<file path="src/rtl/nmea_pkg.sv">
// Shared constants, segment enumeration and field geometry for the GPGGA sentence generator.
package nmea_pkg;

  localparam int unsigned POS_W  = 264;
  localparam int unsigned BYTE_W = 8;
  localparam int unsigned IDX_W  = 4;

  localparam logic [BYTE_W-1:0] ASCII_DOLLAR = 8'h24;
  localparam logic [BYTE_W-1:0] ASCII_COMMA  = 8'h2C;
  localparam logic [BYTE_W-1:0] ASCII_STAR   = 8'h2A;
  localparam logic [BYTE_W-1:0] ASCII_CR     = 8'h0D;
  localparam logic [BYTE_W-1:0] ASCII_LF     = 8'h0A;
  localparam logic [63:0]       HDR_STR      = "$GPGGA,,";

  localparam int unsigned LAT_LEN  = 10;
  localparam int unsigned NS_LEN   = 1;
  localparam int unsigned LON_LEN  = 11;
  localparam int unsigned EW_LEN   = 1;
  localparam int unsigned ALT_LEN  = 9;
  localparam int unsigned UNIT_LEN = 1;

  localparam int unsigned UNIT_OFF = 0;
  localparam int unsigned ALT_OFF  = UNIT_OFF + 8 * UNIT_LEN;
  localparam int unsigned EW_OFF   = ALT_OFF + 8 * ALT_LEN;
  localparam int unsigned LON_OFF  = EW_OFF + 8 * EW_LEN;
  localparam int unsigned NS_OFF   = LON_OFF + 8 * LON_LEN;
  localparam int unsigned LAT_OFF  = NS_OFF + 8 * NS_LEN;

  // Sentence segments in transmit order.
  typedef enum logic [4:0] {
    SEG_HDR, SEG_LAT, SEG_C_LAT, SEG_NS, SEG_C_NS, SEG_LON, SEG_C_LON,
    SEG_EW, SEG_C_EW, SEG_FIX, SEG_C_FIX, SEG_SATS, SEG_C_SATS, SEG_ALT,
    SEG_C_ALT, SEG_UNIT, SEG_TAIL, SEG_STAR, SEG_HI, SEG_LO, SEG_CR, SEG_LF,
    SEG_END
  } seg_e;

  typedef enum logic [2:0] {
    ST_IDLE, ST_FETCH, ST_SEND, ST_HOLD, ST_WAIT, ST_FIN
  } state_e;

  typedef struct packed {
    logic             is_field;
    logic [8:0]       off;
    logic [IDX_W-1:0] len;
  } fld_t;

  function automatic fld_t fld_info(input seg_e seg);
    fld_t f;
    f = '{is_field: 1'b0, off: 9'd0, len: 4'd1};
    case (seg)
      SEG_LAT:  f = '{1'b1, 9'(LAT_OFF),  4'(LAT_LEN)};
      SEG_NS:   f = '{1'b1, 9'(NS_OFF),   4'(NS_LEN)};
      SEG_LON:  f = '{1'b1, 9'(LON_OFF),  4'(LON_LEN)};
      SEG_EW:   f = '{1'b1, 9'(EW_OFF),   4'(EW_LEN)};
      SEG_ALT:  f = '{1'b1, 9'(ALT_OFF),  4'(ALT_LEN)};
      SEG_UNIT: f = '{1'b1, 9'(UNIT_OFF), 4'(UNIT_LEN)};
      default:  f = '{is_field: 1'b0, off: 9'd0, len: 4'd1};
    endcase
    return f;
  endfunction

  function automatic logic [IDX_W-1:0] seg_len(input seg_e seg);
    case (seg)
      SEG_HDR:    return 4'd8;
      SEG_SATS:   return 4'd2;
      SEG_C_SATS: return 4'd2;
      SEG_TAIL:   return 4'd4;
      default:    return fld_info(seg).len;
    endcase
  endfunction

endpackage

</file>
<file path="src/rtl/nmea_hex_nibble.sv">
// Combinational 4-bit value to uppercase ASCII hex digit.
module nmea_hex_nibble (
  input  logic [3:0] nibble,
  output logic [7:0] ascii_c
);

  always_comb begin
    if (nibble < 4'd10) ascii_c = 8'h30 + {4'h0, nibble};
    else                ascii_c = 8'h37 + {4'h0, nibble};
  end

endmodule

</file>
<file path="src/rtl/nmea_gpgga_tx.sv">
// Streams a $GPGGA sentence built from a snapshotted position word into a UART transmitter.
// Optional checksum "*HL" trailer enabled by defining NMEA_CHECKSUM_EN.
module nmea_gpgga_tx
  import nmea_pkg::*;
#(
  parameter logic [7:0]  FIX_QUALITY = "1",
  parameter logic [15:0] NUM_SATS    = "00",
  parameter bit          EMIT_CRLF   = 1'b1
) (
  input  logic              clk,
  input  logic              rst_n,
  input  logic              start,
  input  logic [POS_W-1:0]  position,
  input  logic              tx_busy,
  output logic              tx_start,
  output logic [BYTE_W-1:0] tx_data,
  output logic              busy,
  output logic              done
);

  state_e             state, state_n;
  seg_e               seg, adv_seg;
  logic [IDX_W-1:0]   idx, adv_idx;
  logic [POS_W-1:0]   snap;
  logic [BYTE_W-1:0]  cur_byte;
  logic [BYTE_W-1:0]  hex_hi, hex_lo;
  logic [8:0]         bit_pos;
  fld_t               fld;
  logic               skip;
  logic               last_idx;

  function automatic seg_e next_seg(input seg_e s);
    case (s)
      SEG_TAIL: begin
`ifdef NMEA_CHECKSUM_EN
        return SEG_STAR;
`else
        return EMIT_CRLF ? SEG_CR : SEG_END;
`endif
      end
      SEG_LO:  return EMIT_CRLF ? SEG_CR : SEG_END;
      SEG_LF:  return SEG_END;
      SEG_END: return SEG_END;
      default: return seg_e'(s + 5'd1);
    endcase
  endfunction

  // Byte selection for the current segment/index; field bytes come from the snapshot, MSB byte first.
  always_comb begin
    fld      = fld_info(seg);
    bit_pos  = fld.off + 9'({fld.len - 4'd1 - idx, 3'b000});
    cur_byte = ASCII_COMMA;
    case (seg)
      SEG_HDR:  cur_byte = HDR_STR[{3'd7 - idx[2:0], 3'b000} +: 8];
      SEG_FIX:  cur_byte = FIX_QUALITY;
      SEG_SATS: cur_byte = idx[0] ? NUM_SATS[7:0] : NUM_SATS[15:8];
      SEG_STAR: cur_byte = ASCII_STAR;
      SEG_HI:   cur_byte = hex_hi;
      SEG_LO:   cur_byte = hex_lo;
      SEG_CR:   cur_byte = ASCII_CR;
      SEG_LF:   cur_byte = ASCII_LF;
      default:  cur_byte = ASCII_COMMA;
    endcase
    if (fld.is_field) cur_byte = snap[bit_pos +: 8];
    skip     = fld.is_field && (cur_byte == 8'h00);
    last_idx = (idx == seg_len(seg) - 4'd1);
    adv_seg  = last_idx ? next_seg(seg) : seg;
    adv_idx  = last_idx ? '0 : idx + 4'd1;
  end

  always_ff @(posedge clk or negedge rst_n) begin
    if (!rst_n) state <= ST_IDLE;
    else        state <= state_n;
  end

  always_comb begin
    state_n = state;
    case (state)
      ST_IDLE:  if (start) state_n = ST_FETCH;
      ST_FETCH: if (!skip && !tx_busy) state_n = ST_SEND;
      ST_SEND:  state_n = ST_HOLD;
      ST_HOLD:  state_n = ST_WAIT;
      ST_WAIT:  if (!tx_busy) state_n = (seg == SEG_END) ? ST_FIN : ST_FETCH;
      ST_FIN:   state_n = ST_IDLE;
      default:  state_n = ST_IDLE;
    endcase
  end

  // Registered outputs decoded from the next state, plus segment walk and snapshot.
  always_ff @(posedge clk or negedge rst_n) begin
    if (!rst_n) begin
      tx_start <= 1'b0;
      tx_data  <= '0;
      busy     <= 1'b0;
      done     <= 1'b0;
      seg      <= SEG_HDR;
      idx      <= '0;
      snap     <= '0;
    end else begin
      tx_start <= (state_n == ST_SEND);
      busy     <= (state_n inside {ST_FETCH, ST_SEND, ST_HOLD, ST_WAIT});
      done     <= (state_n == ST_FIN);
      if (state == ST_IDLE && start) begin
        snap <= position;
        seg  <= SEG_HDR;
        idx  <= '0;
      end else if (state == ST_SEND || (state == ST_FETCH && skip)) begin
        seg  <= adv_seg;
        idx  <= adv_idx;
      end
      if (state == ST_FETCH && state_n == ST_SEND) tx_data <= cur_byte;
    end
  end

`ifdef NMEA_CHECKSUM_EN
  logic [BYTE_W-1:0] chk;
  logic              chk_en;
  logic              in_sum;

  // Everything after '$' up to and including the trailing commas is summed.
  assign in_sum = (seg <= SEG_TAIL) && !(seg == SEG_HDR && idx == '0);

  always_ff @(posedge clk or negedge rst_n) begin
    if (!rst_n) begin
      chk    <= '0;
      chk_en <= 1'b0;
    end else begin
      if (state == ST_FETCH && state_n == ST_SEND) chk_en <= in_sum;
      if (state == ST_IDLE && start)               chk    <= '0;
      else if (state == ST_SEND && chk_en)         chk    <= chk ^ tx_data;
    end
  end

  nmea_hex_nibble u_hex_hi (.nibble(chk[7:4]), .ascii_c(hex_hi));
  nmea_hex_nibble u_hex_lo (.nibble(chk[3:0]), .ascii_c(hex_lo));
`else
  assign hex_hi = ASCII_STAR;
  assign hex_lo = ASCII_STAR;
`endif

endmodule

</file>
<file path="config.mk">
export PLATFORM = sky130hd
export DESIGN_NAME = nmea_gpgga_tx
export DESIGN_NICKNAME = d
export VERILOG_FILES = /design/src/rtl/nmea_pkg.sv /design/src/rtl/nmea_hex_nibble.sv /design/src/rtl/nmea_gpgga_tx.sv
export SDC_FILE = /design/constraint.sdc
export NUM_CORES = 1
export LEC_CHECK = 0
export CORE_ASPECT_RATIO = 1.4
export CORE_MARGIN = 2
export CORE_UTILIZATION = 45
export CTS_CLUSTER_SIZE = 10
export DETAILED_ROUTE_END_ITERATION = 10
export PLACE_DENSITY_LB_ADDON = 0.1
export SETUP_SLACK_MARGIN = 0.02
export SYNTH_ARGS = -nofsm -noshare
export SYNTH_HDL_FRONTEND = slang
export SYNTH_SLANG_ARGS = --single-unit
</file>
<file path="constraint.sdc">
create_clock -name clk -period 6.05 [get_ports clk]
set_clock_uncertainty 0.05 [all_clocks]
set_input_delay 1.5125 -clock clk [delete_from_list [all_inputs] [get_ports clk]]
set_output_delay 1.5125 -clock clk [all_outputs]
set_load 0.01 [all_outputs]
</file>
==> flow_summary.ini, run 1 <==
[die]
initial_core_util_pct = 45.28
coreArea_mm2 = 0.03221
fp.dieW_um = 156.2
fp.dieH_um = 217.0
rows = 78
dieArea_mm2 = 0.03389
ioPinCount = 279

[min_path]
holdPathStages = 1
hold_path.class = reg -> reg

[worst_setup_path]
cp_common_cell = ha_1
path_buf_inv = 5
crit_cells = 19
cp.required_ps = 6410
crit_fanout = 9
r2r_cells = 19
worst_path_max_delay_cell = or4_1
crit_chain = ha_1 -> and3_1 -> ha_1 -> or4b_1 -> ha_1 -> inv_1 -> fa_1 -> inv_1 -> fa_2 -> buf_12 -> inv_2 -> buf_4 -> mux2i_1 -> o21ai_1 -> o2111ai_1 -> a22oi_2 -> or4_1 -> o21ai_2 -> mux2_1
startpoint_type = register
crit_arrival_ps = 6120
reg2reg_slack_ps = 280
cp_top_family = adder cells
critPathMaxStageDelay_ps = 600
cp-end-kind = register
worstSetupPathType = reg -> reg

[clock_network]
clk_root_buffer_cell = clkbuf_16
clock_sinks = 287
cts_tree = built
htreeDepth = 2
insertion_delay_ps = 520
holdBufCountCts = 0
cts_made_buffers = 35
clkSlewWorstSetupHoldPaths_ps = 60
clockBufferDepth = 3

[run]
drv_cap = 0

[cells_and_area]
utilization_pct = 59.02
postLayoutCellArea_mm2 = 0.01901
drive_gt1_share_pct = 30.22
nNetsFinal = 1675
area_delta_synth_final_pct = 30.33
fill_cells = 2701

[synth]
synthesis.area_mm2 = 0.01458
synthArstFlopShare_pct = 100.0
synth.avg_cell_area_um2 = 13.39
yosysWarnings = 0
synth_fa_ha_area_share_pct = 1.990
syn_nets = 1379
synth_top_family_by_area = multiplexers
synthSimpleGateAreaFrac_pct = 7.207
synthTopCellsByCount = dfrtp_1, mux2_2, mux2i_1
synthXorXnorAreaFrac_pct = 0.8408
synth_cell_type_count = 85
yosys-top-cells-area = dfrtp_1, mux2_2, mux2i_1
synth_top_area_cell = dfrtp_1
ys_seq_elements = 287
synth.most_common_cell = dfrtp_1
synth_compound_area_share_pct = 6.263
synth_edf_count = 0
synth_ff_type = dfrtp_1
synth_top_area_share_pct = 49.25
muxShareOfSynthArea_pct = 31.24
syn_inst = 1089
ys_seq_area_share_pct = 49.25

[power_and_ir_drop]
intPower_mw = 7.506
clockPowerShare_pct = 15.0
switching_share_pct = 39.80
total_power_mw = 12.47
pwr-share-comb_pct = 56.9
p_leak_nw = 7.923
p_seq_share_pct = 28.1
switchingPower_mw = 4.964
vdd_ir_drop_max_mv = 0.3839
powerDensity_mw_per_mm2 = 656.1

[sta]
fmax_mhz = 173.4
period_share_pct = 95.30
fin_hold_ws_ps = 445.5
slew_violations = 0
tightest_slew_ps = 1194
period_needed_ps = 5766
slew_headroom_pct = 20.41
rsz0062_at_grt = no
setup_viol = 0
hold_viol = 0
finalSetupTns_ps = 0

[run_status]
status = finished clean

[route]
ant_nets = 0
wirelength_um = 42160
post_drt_wl_per_cell_um = 23.46
drc = 0
dr.pass1.iters = 5
vias = 10260
routed_via_density = 5.708
drt-initial-drc-count = 626

[placed_design]
port_buffers = 278
dpl_cell_area_mm2 = 0.01788
hpwl_um = 30990
gp_congestion = 0.9006

[global_routing]
grt-ovfl-total = 0
grtUsageTotal_pct = 25.01
antenna_found_initial = 5
grt_max_degree = 193
grt_pass1_vias = 10920
grt_pass1_wl_um = 63720
metrics by stage:
step	setup WS, ps	std cells
finish	284.4	1797
global route	28.62	1796
CTS	40.96	1784
detailed placement	67.42	1739
global placement	132.1	1739
floorplan	516.3	1089
routing by layer:
metal | track usage [%] | wire, µm | vias to the layer above
met3 | 4.799 | 2066 | 74
li1 | - | - | 4651
met1 | 30.01 | 16480 | 5234
met2 | 44.53 | 22160 | 295
met4 | 9.113 | 1417 | 4
met5 | 0 | 28 | -
final timing paths:
path	startpoint	to
max reg2reg	seg[0]$_DFFE_PN0P_	seg[0]$_DFFE_PN0P_
min reg2reg	snap[194]$_DFFE_PN0P_	snap[194]$_DFFE_PN0P_
min	snap[194]$_DFFE_PN0P_	snap[194]$_DFFE_PN0P_
max	seg[0]$_DFFE_PN0P_	seg[0]$_DFFE_PN0P_
max in group asynchronous	rst_n	snap[141]$_DFFE_PN0P_
min in group asynchronous	rst_n	snap[254]$_DFFE_PN0P_
flip-flops by register name (all words and copies together), names as in the netlist:
name      flops
snap        264
tx_data       8
seg           5
idx           4
state         3
busy          1
done          1
tx_start      1
repair_timing:
action,in CTS,in global routing
setup buffers,0,8
endpoints found under the setup margin,0,17
hold endpoints to repair,0,0
resized for setup,0,7
cell families (layout without fill, tap and decap cells):
kind of cell	Yosys count	after routing
multiplexers	366	366
flip-flops	287	287
XOR/XNOR	11	11
other	0	4
buffers and inverters	92	396
AO/OA/AOI/OAI	118	118
adder cells (fa/ha/maj)	22	22
AND/OR/NAND/NOR	193	193
placed cells by master (no fill, tap or decap), types with 5 or more instances in the layout:
cell type / instances
mux4_1: 16
nand3b_1: 6
nand2_1: 51
nand2b_1: 7
inv_1: 22
a21oi_1: 16
nor3b_1: 8
nor2_1: 23
dfrtp_1: 287
mux2i_1: 51
nand4_1: 12
a31oi_1: 5
or3_1: 7
nor3_1: 14
mux2_2: 266
clkbuf_16: 37
buf_12: 6
xnor2_1: 5
o21bai_1: 5
and2_1: 6
nand3_1: 21
a22oi_1: 16
mux2_1: 5
mux4_2: 21
o21ai_0: 11
ha_1: 18
and3_1: 10
o211ai_1: 9
buf_4: 41
clkdlybuf4s50_1: 277
mux2_4: 6
power groups by stage:
stage          clock [mW]  combinational, mW  sequential (mW)
6_report             1.87               7.09             3.51
5_1_grt              1.99               7.59             3.62
4_1_cts              1.91               6.91             3.51
3_5_place_dp            0               6.88             3.54
3_3_place_gp            0               6.78             3.53
2_1_floorplan           0               4.91             3.27
area by class of cell:
cell class | count | area, µm² | share of cell area (%)
multi-input cells | 710 | 6990 | 36.78
diodes | 4 | 10.01 | 0.05266
inverters | 23 | 86.33 | 0.4542
flip-flops and latches | 287 | 7182 | 37.79
clock buffers | 41 | 939.7 | 4.944
repair buffers | 328 | 3263 | 17.17
clock inverters | 4 | 35.03 | 0.1843
well taps | 400 | 500.5 | 2.633
Note: power is estimated with default switching activity, not from simulation.
==> inputs of run 2 (changes only) <==
- DONT_BUFFER_PORTS: default -> 1
- SLEW_MARGIN: default -> 20
==> flow_summary.ini, run 2 (synthesis gave the netlist of run 1 again) <==
[sta]
worst_slack_ps = 281.3
slew_headroom_pct = 27.85
rsz0062_at_grt = no
period_share_pct = 95.35
finalSetupTns_ps = 0
period_needed_ps = 5769
tightest_slew_ps = 1082
fmax_mhz = 173.3
slew_violations = 0
hold_viol = 0
fin_hold_ws_ps = 445.7
setup_viol = 0

[placed_design]
dpl_cell_area_mm2 = 0.01512
gp_congestion = 0.8661
port_buffers = 0
hpwl_um = 29660
place_ws_ps = 63.35
dp_cells = 1463

[clock_network]
holdBufCountCts = 0
clkSlewWorstSetupHoldPaths_ps = 50
clockBufferDepth = 3
cts_tree = built
clk_root_buffer_cell = clkbuf_16
cts_made_buffers = 35
clock_sinks = 287
htreeDepth = 2
insertion_delay_ps = 510

[worst_setup_path]
cp.required_ps = 6390
crit_fanout = 6
startpoint_type = register
crit_arrival_ps = 6110
worstSetupPathType = reg -> reg
cp-end-kind = register

[power_and_ir_drop]
p_leak_nw = 6.893
vdd_ir_drop_max_mv = 0.5711
powerDensity_mw_per_mm2 = 761.3
total_power_mw = 12.43

[global_routing]
grt_busiest_layer = met2
grt_util_met3_pct = 5.595
grt_pass1_vias = 9810
grtUsageTotal_pct = 23.88
met1_usage_pct = 28.04
grt_pass1_wl_um = 60550
grtUsageMet2_pct = 43.55
antenna_found_initial = 6
grt_max_degree = 288
grt-ovfl-total = 0

[route]
ant_nets = 0
post_drt_wl_per_cell_um = 26.62
drt-initial-drc-count = 515
routed_via_density = 5.928
dr.pass1.iters = 4
vias = 9034
drc = 0
wirelength_um = 40570

[cells_and_area]
drive_gt1_share_pct = 37.97
largest_register_ff_count = 264
seq_area_mm2 = 0.007182
final_common_cell = dfrtp_1
postLayoutCellArea_mm2 = 0.01633
reg.largest.list = snap x264, tx_data x8, seg x5
area_delta_synth_final_pct = 11.99
regMostFlops = snap
nNetsFinal = 1403
multi_input_area_mm2 = 0.006999
layout.cells.non_filler = 1524
fill_cells = 2785
most-common-layout-cells = dfrtp_1, mux2_2, nand2_1, mux2i_1, buf_4
utilization_pct = 50.71

[die]
ioPinCount = 279
dieArea_mm2 = 0.03389
fp.dieW_um = 156.2
coreArea_mm2 = 0.03221
rows = 78
fp.dieH_um = 217.0
initial_core_util_pct = 45.28

[run_status]
status = finished clean

[min_path]
hold_path.class = reg -> reg

[run]
drv_cap = 0
-- run 2: final cells by class --
cell class                 instances  area share, %
inverter                          23         0.5286
clock buffer                      43          5.861
tap                              400          3.064
antenna                            2        0.03064
multi-input combinational        710          42.86
sequential                       287          43.97
clock inverter                     3         0.1839
timing repair buffer              56          3.501
-- run 2: power by group --
part / switching [mW] / total, mW / internal (mW)
sequential: 0.592 / 3.49 / 2.90
combinational: 3.54 / 7.07 / 3.53
clock: 0.765 / 1.87 / 1.10
total: 4.90 / 12.4 / 7.54
-- run 2: what timing repair did --
action                                  4_1_cts  5_1_grt
endpoints found under the setup margin        0       16
setup buffers                                 0       11
resized for setup                             0        9
-- run 2: worst paths after layout --
kind | start | depth (start not counted) | slack (ps) | endpoint
max | seg[0]$_DFFE_PN0P_ | 20 | 280 | seg[0]$_DFFE_PN0P_
min | snap[42]$_DFFE_PN0P_ | 1 | 450 | snap[42]$_DFFE_PN0P_
max reg2reg | seg[0]$_DFFE_PN0P_ | 20 | 280 | seg[0]$_DFFE_PN0P_
min reg2reg | snap[42]$_DFFE_PN0P_ | 1 | 450 | snap[42]$_DFFE_PN0P_
max in group asynchronous | rst_n | 0 | 4630 | snap[109]$_DFFE_PN0P_
min in group asynchronous | rst_n | 0 | 660 | tx_data[7]$_DFFE_PN0P_
-- run 2: routing by layer --
metal,vias up,share of wire (%)
met5,-,0.14
met4,8,2.1
met3,57,5.3
met2,237,53
met1,4621,39
li1,4111,-
-- run 2: critical path, cell delays in order (launching register included) --
cell and delay (ps):
dfrtp_1 430, ha_1 250, and3_1 190, ha_1 230
or4b_1 580, ha_1 230, inv_1 70, fa_1 410
inv_1 110, fa_2 560, buf_12 190, buf_4 140
nor2b_2 120, buf_4 160, nand3_1 70, and4_1 230
o2111ai_1 290, a22oi_2 170, or4_4 590, o21ai_4 220
mux2_1 350
